$ cat src/rtl/store_pkg.sv
// store_pkg: store size encodings and lane-width helper shared by the store path
package store_pkg;

    typedef enum logic [1:0] {
        SZ_BYTE = 2'b00,
        SZ_HALF = 2'b01,
        SZ_WORD = 2'b10,
        SZ_RSVD = 2'b11
    } size_e;

    function automatic int lane_bits(input int data_w);
        return $clog2(data_w / 8);
    endfunction

endpackage

$ cat src/rtl/store_align.sv
// store_align: effective address, lane replication, byte enables and misalign detect
module store_align
    import store_pkg::*;
#(
    parameter int DATA_W = 32,
    parameter int ADDR_W = 32,
    parameter int IMM_W  = 16
) (
    input  logic [ADDR_W-1:0]   base,
    input  logic [IMM_W-1:0]    imm,
    input  logic [DATA_W-1:0]   data,
    input  logic [1:0]          size,
    output logic [ADDR_W-1:0]   ea,
    output logic [ADDR_W-1:0]   word_addr,
    output logic [DATA_W-1:0]   wdata,
    output logic [DATA_W/8-1:0] be,
    output logic                misalign
);
    localparam int NB = DATA_W / 8;
    localparam int LB = lane_bits(DATA_W);

    logic [LB-1:0] lane;

    assign ea        = base + ADDR_W'($signed(imm));
    assign lane      = ea[LB-1:0];
    assign word_addr = {ea[ADDR_W-1:LB], LB'(0)};
    assign wdata     = size == SZ_BYTE ? {NB{data[7:0]}} :
                       size == SZ_HALF ? {(NB/2){data[15:0]}} : data;
    assign be        = size == SZ_BYTE ? NB'(1) << lane :
                       size == SZ_HALF ? NB'(3) << lane : {NB{1'b1}};
    assign misalign  = size == SZ_RSVD || (size == SZ_HALF && ea[0]) ||
                       (size == SZ_WORD && lane != '0);

endmodule

$ cat src/rtl/store_unit.sv
// store_unit: aligned store path with a DEPTH-entry write buffer drained over valid/ready.
// STORE_COALESCE_EN merges same-word stores into the tail entry when the head is not the tail.
module store_unit
    import store_pkg::*;
#(
    parameter int DATA_W = 32,
    parameter int ADDR_W = 32,
    parameter int IMM_W  = 16,
    parameter int DEPTH  = 4
) (
    input  logic                clk,
    input  logic                rst_n,
    input  logic                req_valid,
    output logic                req_ready,
    input  logic [ADDR_W-1:0]   req_base,
    input  logic [IMM_W-1:0]    req_imm,
    input  logic [DATA_W-1:0]   req_data,
    input  logic [1:0]          req_size,
    output logic                mem_valid,
    input  logic                mem_ready,
    output logic [ADDR_W-1:0]   mem_addr,
    output logic [DATA_W-1:0]   mem_wdata,
    output logic [DATA_W/8-1:0] mem_be,
    output logic                fault,
    output logic [ADDR_W-1:0]   fault_addr,
    output logic                empty
);
    localparam int NB = DATA_W / 8;
    localparam int PW = $clog2(DEPTH);
    localparam int CW = PW + 1;

    typedef struct packed {
        logic [ADDR_W-1:0] addr;
        logic [DATA_W-1:0] data;
        logic [NB-1:0]     be;
    } entry_t;

    entry_t            fifo [DEPTH];
    logic [PW-1:0]     wr_ptr, rd_ptr;
    logic [CW-1:0]     count, count_nxt;
    logic [ADDR_W-1:0] ea, word_addr;
    logic [DATA_W-1:0] wdata;
    logic [NB-1:0]     be;
    logic              misalign, accept, push, pop, merge;

    store_align #(.DATA_W(DATA_W), .ADDR_W(ADDR_W), .IMM_W(IMM_W)) u_align (
        .base      (req_base),
        .imm       (req_imm),
        .data      (req_data),
        .size      (req_size),
        .ea        (ea),
        .word_addr (word_addr),
        .wdata     (wdata),
        .be        (be),
        .misalign  (misalign)
    );

    assign req_ready = count < CW'(DEPTH);
    assign mem_valid = count != '0;
    assign accept    = req_valid && req_ready;
    assign pop       = mem_valid && mem_ready;
    assign mem_addr  = fifo[rd_ptr].addr;
    assign mem_wdata = fifo[rd_ptr].data;
    assign mem_be    = fifo[rd_ptr].be;

`ifdef STORE_COALESCE_EN
    logic [PW-1:0]     tail_ptr;
    logic [DATA_W-1:0] merge_data;
    assign tail_ptr = wr_ptr - PW'(1);
    // count >= 2 keeps the bus-visible head untouched by a merge
    assign merge = accept && !misalign && count >= CW'(2) && fifo[tail_ptr].addr == word_addr;
    always_comb begin
        merge_data = fifo[tail_ptr].data;
        for (int i = 0; i < NB; i++)
            merge_data[8*i +: 8] = be[i] ? wdata[8*i +: 8] : fifo[tail_ptr].data[8*i +: 8];
    end
`else
    assign merge = 1'b0;
`endif

    assign push      = accept && !misalign && !merge;
    assign count_nxt = count + CW'(push) - CW'(pop);

    always_ff @(posedge clk or negedge rst_n) begin
        if (!rst_n) begin
            for (int i = 0; i < DEPTH; i++) fifo[i] <= '0;
            wr_ptr     <= '0;
            rd_ptr     <= '0;
            count      <= '0;
            empty      <= 1'b1;
            fault      <= 1'b0;
            fault_addr <= '0;
        end else begin
            count <= count_nxt;
            empty <= count_nxt == '0;
            fault <= accept && misalign;
            if (accept && misalign) fault_addr <= ea;
            if (push) begin
                fifo[wr_ptr] <= '{addr: word_addr, data: wdata, be: be};
                wr_ptr       <= wr_ptr + PW'(1);
            end
            if (pop) rd_ptr <= rd_ptr + PW'(1);
`ifdef STORE_COALESCE_EN
            if (merge) begin
                fifo[tail_ptr].data <= merge_data;
                fifo[tail_ptr].be   <= fifo[tail_ptr].be | be;
            end
`endif
        end
    end

endmodule
$ cat config.mk
export PLATFORM = sky130hd
export DESIGN_NAME = store_unit
export DESIGN_NICKNAME = d
export VERILOG_FILES = /design/src/rtl/store_pkg.sv /design/src/rtl/store_align.sv /design/src/rtl/store_unit.sv
export SDC_FILE = /design/constraint.sdc
export NUM_CORES = 1
export LEC_CHECK = 0
export BUFFER_PORTS_ARGS = -buffer_cell sky130_fd_sc_hd__buf_2
export CORE_MARGIN = 1.5
export CORE_UTILIZATION = 60
export CTS_CLUSTER_SIZE = 30
export DETAILED_ROUTE_END_ITERATION = 8
export GPL_ROUTABILITY_DRIVEN = 0
export MAX_ROUTING_LAYER = met4
export PLACE_DENSITY_LB_ADDON = 0.25
export SLEW_MARGIN = 40
export SYNTH_ARGS = -nofsm -noshare
export SYNTH_HDL_FRONTEND = slang
export SYNTH_SLANG_ARGS = --single-unit
$ cat constraint.sdc
create_clock -name clk -period 4.5 [get_ports clk]
set_input_delay 0.45 -clock clk [delete_from_list [all_inputs] [get_ports clk]]
set_output_delay 0.45 -clock clk [all_outputs]
set_load 0.01 [all_outputs]
# Word level (Yosys, flattened, before mapping)
# Index checks and enable logic that the tools add are counted.
# totals
register_bits	313
latch_bits	0
ram_bits	0
mem_bits_ro	0
input_bits	86
out_inout_bits	104
word_cells	58
n_memories	0
# classes
add_sub_neg	5
n_mul	0
div_mod_pow	0
magnitude_cmp	4
eq_ne	3
shift	2
muxes	10
bitwise_logic	2
reduce_logical	14
# op_table
operator	count
$bwmux 272	1
$mux 68	3
$bmux 68 s2	1
$demux 68 s2	1
$mux 32	2
$add 32x32->32	1
$mux 4	2
$logic_and 1x1->1	7
$ge 3x3->1 const B	2
$not 2->3	2
$add 2x1->2 const B	2
$eq 2x2->1 const B	2
$shl 1x2->4 const A	1
$shl 2x2->4 const A	1
$add 3x1->3	1
$logic_not 3->1	1
$lt 3x1->1 const B	1
$lt 3x3->1 const B	1
$reduce_bool 3->1	1
$sub 3x1->3	1
$eq 2x1->1 const B	1
$logic_not 2->1	1
$logic_or 1x1->1	2
$reduce_bool 2->1	1
$logic_not 1->1	1

# Logic depth before layout (Yosys ltp)
# Gate-level depths: netlist of run 1.
# logic_depth
ltp_word	9
mapped_depth	14
mapped_depth_nobuf	13

# Cells and area by module
# From an unflattened synthesis of run 1, not the netlist that was laid out.
# hier_totals
cells_unflattened	1164
hier_area_um2	16515.8
# modules_own_cells
module	instances	cells_per_inst	area_per_inst_um2	seq_area_each_um2
store_unit	1	767	13694.4	7833.8
store_align	1	397	2821.5	0.0

# Worst setup path after synthesis of run 1
# OpenSTA, ideal clock, no wires.
# synth_timing
path_type	input port to flip-flop
start	in req_base[0]
end	reg empty
setup_ps	82
arrival_time_ps	3044
t_required_ps	4418
slack_ps	1375
stages	14
cell_sequence	ha_1 -> fa_1 -> inv_1 -> ha_1 -> a21oi_1 -> nor2_1 -> clkbuf_1 -> inv_1 -> ha_1 -> inv_1 -> ha_1 -> fa_1 -> xnor2_1 -> nor3_1
# synth_between
elab_chain_len	9
word_cells_on_any_way	11
# synth_rtl
item	line_no	rtl
start, declared	store_unit.sv:15	input logic [ADDR_W-1:0] req_base,
$add 32x32->32	store_align.sv:24	assign ea = base + ADDR_W'($signed(imm));
net ea[1]	store_unit.sv:41	logic [ADDR_W-1:0] ea, word_addr;
$reduce_bool 2->1	store_align.sv:32	(size == SZ_WORD && lane != '0);
$logic_and 1x1->1	store_align.sv:32	
$logic_or 1x1->1	store_align.sv:31	assign misalign = size == SZ_RSVD || (size == SZ_HALF && ea[0]) ||
$logic_not 1->1	store_unit.sv:81	assign push = accept && !misalign && !merge;
$logic_and 1x1->1	store_unit.sv:81	
$add 3x1->3	store_unit.sv:82	assign count_nxt = count + CW'(push) - CW'(pop);
$sub 3x1->3	store_unit.sv:82	
net count_nxt[2]	store_unit.sv:40	logic [CW-1:0] count, count_nxt;
$logic_not 3->1	store_unit.sv:95	empty <= count_nxt == '0;
end signal, assigned	store_unit.sv:90	empty <= 1'b1;
end signal, assigned	store_unit.sv:95	
end, declared	store_unit.sv:26	output logic empty
# The timed path passes the listed nets, and every way through them passes these cells.
# A chain may end at the register's enable or synchronous reset.

# Worst setup path in the final report of run 1
# Same ends and word-level chain as after synthesis.

==> summary.txt, run 1 <==
WHS = 0.252 ns
global-route wire length before repair = 60,100 um
max cap viols = 0
ys async rst share = 100%
Net Switching = 4.15 mW
crit-path cells = buf_2, ha_1, fa_1, inv_1, ha_1, a21oi_1, nor2_2, inv_1, ha_1, inv_1, ha_1, fa_1, xnor2_1, nor3_1
clk_skew = 0.0158 ns
worst skew pair latency = 0.55 ns
pre-CTS WS = 0.667 ns
Max FO, Critical Path = 12
post-CTS setup repair buffer count = 0
Util after Layout = 70.4%
Fin. Hold Viols = 0
initial antenna violation count = 2
CP dominant cell by count = ha_1
setup TNS = 0 ns
CTS tree = yes
hold crit path type = input pin to register
Core Area = 24,200 um^2
setup violators final = 0
Yosys reg bits = 305
Post-DP HPWL = 25,100 um
# rows = 57
slowest stage cell on the critical path = fa_1
initial core utilization = 60.9%
DR iter-0 viols = 852
sequential fraction of the synthesis area = 51.7%
share of layout cells above drive strength 1 = 24.5%
maximum VDD drop = 389 uV
Syn Std Cell Area = 14,800 um^2
Pwr per Cell Area = 685 nW/um^2
IO buf count = 187
Final Critical Period = 3.30 ns
main area contributors after synthesis = dfrtp_1 52%, mux4_2 10%, o21ai_0 9.0%
RSZ-0062 raised after global routing = no
max frequency = 303 MHz
Nets = 1,673
Top FF cell, synth = dfrtp_1
vias in the first global route = 11,474
DRC = 0
DR pass1 iterations = 5
clock sink count = 305
Worst EP required = 4.97 ns
H-tree depth = 1
status = finished clean
via count = 11,237
Synth Warn # = 0
EDFF count, synth = 0
Max Root-Sink Buffers = 3
final max-slew violation count = 0
crit end category = register
Sequential Power Share = 41.5%
CP startpoint kind = input pin
Area Overhead vs Synth = 15.7%
Die ar. = 25,500 um^2
Synth area leader = dfrtp_1
Post-CTS Resized = 0
Worst-path clk slew = 0.06 ns
Gate Count Post-Synth = 1,390
Leakage Power = 8.10 nW
switching share of power = 35.5%
total CTS buffers = 30
Internal = 7.54 mW
Final Worst Setup Slack = 1.20 ns
Avg Vias per Cell = 5.94
Comb pwr share = 37.6%
Worst EP arrival = 3.77 ns
crit path kind = input pin to register
Final period util = 73.4%
post-synthesis cell type count = 59
largest net degree at the start of global routing = 111
CP max stage delay = 0.57 ns
Buf/Inv on CP = 4
Total GRT Usage = 30.2%
post-route ant nets = 0
max_slew headroom = 49.4%
mean post-synth cell area = 10.6 um^2
CP delay by family, top = adder cells
power consumption = 11.7 mW
Root Buffer Master = clkbuf_16
die span in y = 160 um
# IOs = 190
top cell type's share of synthesized area = 51.6%
Routed wire per std cell = 19.4 um
final WL = 36,700 um
Slew @ Worst Pin = 0.759 ns
grt total ovfl = 0
Clock Power Share = 20.9%
die outline width = 160 um
-- stage by stage --
step	cells	area [um^2]
3_3_place_gp	1834	16000
4_1_cts	1888	17000
2_1_floorplan	1391	14800
6_report	1892	17100
5_1_grt	1892	17100
3_5_place_dp	1834	16000
-- cell families (layout without fill, tap and decap cells) --
family | after synthesis | in the layout | synth area share (%)
AND/OR/NAND/NOR | 400 | 400 | 11.0
XOR/XNOR | 30 | 30 | 1.98
buffers and inverters | 104 | 279 | 2.73
other | 1 | 4 | 0.0254
flip-flops | 305 | 305 | 51.7
multiplexers | 126 | 126 | 14.4
adder cells (fa/ha/maj) | 42 | 42 | 3.66
AO/OA/AOI/OAI | 382 | 382 | 14.4
-- metal layers --
metal	GRT usage (%)	share of wire (%)
met5	-	0
met4	8.45	2.3
met3	3.66	5.2
met2	49.3	50
met1	40.5	43
-- cell type report --
type | instances | area, um^2
tap | 324 | 405
multi-input combinational | 982 | 6770
inverter | 15 | 56.3
fill | 1770 | 7180
antenna | 2 | 5.00
sequential | 305 | 7640
clock inverter | 7 | 65.1
timing repair buffer | 211 | 1240
clock buffer | 46 | 892
-- state kept, by name, indices dropped and copies added, names as in the netlist --
signal      flops
rd_ptr          2
empty           1
fault_addr     32
count           3
fault           1
wr_ptr          2
fifo          264
-- cells in the final DEF, fill, tap and decap left out, types with 14 or more instances in the layout --
cell and count:
dfrtp_1 302, nand2_1 293, o21ai_0 266, buf_2 186, mux4_2 66, a21oi_1 50, nor2_1 41, ha_1 40
mux2_2 33, clkbuf_16 31, mux2i_1 27, nand3_1 20, inv_1 15, buf_4 15, xnor2_1 14
-- worst paths after layout --
path | slack [ns] | to | from | cells after the start
max in group asynchronous | 3.32 | fifo[114] | rst_n | 3
max | 1.20 | empty | req_base[0] | 14
max reg2reg | 1.81 | empty | count[2] | 10
min in group asynchronous | 0.34 | fifo[221] | rst_n | 2
min reg2reg | 0.48 | fifo[195] | fifo[195] | 2
min | 0.25 | fifo[11] | req_data[7] | 2
-- power groups by stage --
stage                     Clock, mW  Sequential, mW  Combinational (mW)
after floorplan                   0            4.57                2.94
after global placement            0            4.84                4.17
after detailed placement          0            4.93                4.32
after CTS                      2.47            4.90                4.36
after global routing           2.59            5.01                4.83
final                          2.44            4.85                4.40
-- worst register-to-register path, delay by kind of cell (launching register included) --
family	cells	cell delay, ns
xor gates and xnor gates	1	0.16
adders and majority gates	3	0.89
buffers and inverters	3	0.35
DFF	1	0.40
and+or+nand+nor	3	0.80
-- what timing repair did --
item / 4_1_cts / 5_1_grt
hold buffers: 1 / 0
setup endpoints to repair: 0 / 0
endpoints found under the hold margin: 57 / 0
-- synth_stat cells (2+ instances only) --
| master | n |
|---|---|
| o2111ai_1 | 6 |
| o22ai_1 | 3 |
| xor2_2 | 3 |
| a211oi_1 | 5 |
| mux2i_1 | 27 |
| clkbuf_1 | 74 |
| o21ai_2 | 2 |
| buf_4 | 2 |
| o21ai_1 | 10 |
| nand4_1 | 7 |
| ha_1 | 40 |
| a21oi_1 | 50 |
| mux4_2 | 66 |
| a21o_1 | 5 |
| nand2b_1 | 3 |
| dfrtp_1 | 304 |
| mux2_2 | 33 |
| o31ai_1 | 2 |
| xor2_1 | 12 |
| xnor2_1 | 14 |
| buf_1 | 9 |
| nand2_1 | 297 |
| o211ai_1 | 6 |
| buf_2 | 4 |
| and3_1 | 6 |
| nor2_1 | 43 |
| o311ai_0 | 3 |
| a21boi_0 | 3 |
| nand3_1 | 21 |
| fa_1 | 2 |
| and2_1 | 6 |
| nor3_1 | 5 |
| o21a_1 | 8 |
| or2_2 | 5 |
| inv_1 | 15 |
| o21ai_0 | 266 |
No activity file was read; power rests on OpenSTA's default activity.
==> inputs of run 2 (changes only) <==
CORE_UTILIZATION = 58   (was 60)
clock period = 3.2 ns   (was 4.5 ns; I/O delays follow)
==> run 2 against run 1 <==
Effect of this change: design area is 3.1% higher; hold slack worse by 0.11 ns; combinational power is 43% higher; sequential share of layout area is 1.4 points lower; clock power is 72% higher; worst setup slack worse by 0.73 ns; critical path type is now register to output pin; critical endpoint is now mem_addr[21].
==> summary.txt, run 2 (synthesis gave the netlist of run 1 again) <==
status = finished clean
FILL cells = 1,869
initial core utilization = 58.8%
CTS tree = yes
max_slew headroom = 49.4%
final max-slew violation count = 0
Worst EP arrival = 2.41 ns
most common cell after layout, fill and taps aside = dfrtp_1
Leakage Power = 8.39 nW
max frequency = 367 MHz
Max Root-Sink Buffers = 3
die outline width = 163 um
Reg2Reg Capture Point = empty
crit path kind = register to output pin
Worst EP required = 2.88 ns
Max FO, Critical Path = 27
# IOs = 190
Hold Buf Count CTS = 1
setup violators final = 0
min-delay src = req_data[5]
Core Area = 25,100 um^2
Post-DP HPWL = 25,500 um
worst skew pair latency = 0.51 ns
largest reg by FF count = fifo
crit end category = output pin
clk_skew = 0.0145 ns
global-route wire length before repair = 59,400 um
most frequent cells in the layout = 302 x dfrtp_1, 293 x nand2_1, 266 x o21ai_0, 186 x buf_2, 66 x mux4_2
Post-CTS Resized = 0
r2r worst-path depth = 8
RSZ-0062 raised after global routing = no
setup TNS = 0 ns
post-route ant nets = 0
maximum VDD drop = 555 uV
# rows = 58
Fin. Hold Viols = 0
Total GRT Usage = 29.7%
vias in the first global route = 11,451
initial antenna violation count = 1
grt total ovfl = 0
DR pass1 iterations = 5
Root Buffer Master = clkbuf_16
FF-to-FF setup slack = 0.78 ns
max cap viols = 0
final WL = 37,200 um
biggest regs = fifo (264), fault_addr (32), count (3)
total CTS buffers = 34
clock sink count = 305
DR iter-0 viols = 1,024
Avg Vias per Cell = 5.90
hold path endpoint = fifo[145]
Die ar. = 26,400 um^2
post-CTS setup repair buffer count = 0
Routed wire per std cell = 19.2 um
number of flip-flops in the largest register = 264
Hold Path Stages = 2
share of layout cells above drive strength 1 = 26.3%
Worst R2R Start = count[2]
die span in y = 163 um
Slew @ Worst Pin = 0.760 ns
Area Overhead vs Synth = 19.3%
hold crit path type = input pin to register
Final Critical Period = 2.73 ns
Worst-path clk slew = 0.06 ns
Final period util = 85.2%
H-tree depth = 2
IO buf count = 187
via count = 11,414
Nets = 1,706
CP startpoint kind = register
Pwr per Cell Area = 982 nW/um^2
DRC = 0
largest net degree at the start of global routing = 106
Util after Layout = 70.1%
run 2: cell types whose count changed in the layout (fill, tap and decap cells not counted), moves of 2 or more:
cell       before  now
nor2_1         41   43
nor2_2          2    0
bufinv_16       1    5
clkbuf_1        9    6
clkbuf_16      31   37
buf_12          7   12
buf_4          15   39
run 2: power by group:
group          switching, mW  internal (mW)
combinational           3.24           3.04
clock                   1.55           2.65
sequential              1.14           5.66
run 2: stage by stage:
stage          hold slack (ns)  cells  power [mW]  area [um^2]  setup WS, ns
3_5_place_dp             0.414   1870        13.1        16300        0.0626
4_1_cts                  0.139   1932        17.4        17600         0.412
6_report                 0.145   1934        17.3        17600         0.472
3_3_place_gp             0.428   1870        12.8        16300         0.128
5_1_grt                  0.154   1934        18.3        17600         0.358
2_1_floorplan           0.0244   1391        10.6        14800         0.205
run 2: critical path: stages (launching register included):
cell     delay, ns
dfrtp_4       0.82
buf_12        0.30
mux4_2        0.58
buf_2         0.17
run 2: worst max path at each step:
| stage | cells past startpoint | endpoint | slack [ns] | start |
|---|---|---|---|---|
| after global routing | 13 | empty | 0.36 | req_base[0] |
| final | 3 | mem_addr[21] | 0.47 | rd_ptr[0] |
| after global placement | 10 | fifo[132] | 0.13 | req_base[0] |
| after detailed placement | 10 | fifo[126] | 0.06 | req_base[0] |
| after CTS | 3 | mem_addr[28] | 0.41 | rd_ptr[0] |
| after floorplan | 14 | empty | 0.20 | req_base[0] |
run 2: metal layers:
metal	vias to the layer above	track usage (%)	share of wire, %
li1	5298	-	-
met1	5591	38.4	42
met4	0	12.5	3.9
met5	-	-	0
met2	428	48.0	49
met3	97	3.51	5.4
run 2: cell type report:
type / instances / area (um^2) / share of cell area, %
repair buffers: 240 / 1520 / 8.61
flip-flops and latches: 305 / 7640 / 43.4
clock inverters: 12 / 191 / 1.09
diodes: 1 / 2.50 / 0.0142
multi-input cells: 982 / 6760 / 38.4
well taps: 330 / 413 / 2.34
inverters: 15 / 56.3 / 0.320
clock buffers: 49 / 1030 / 5.86
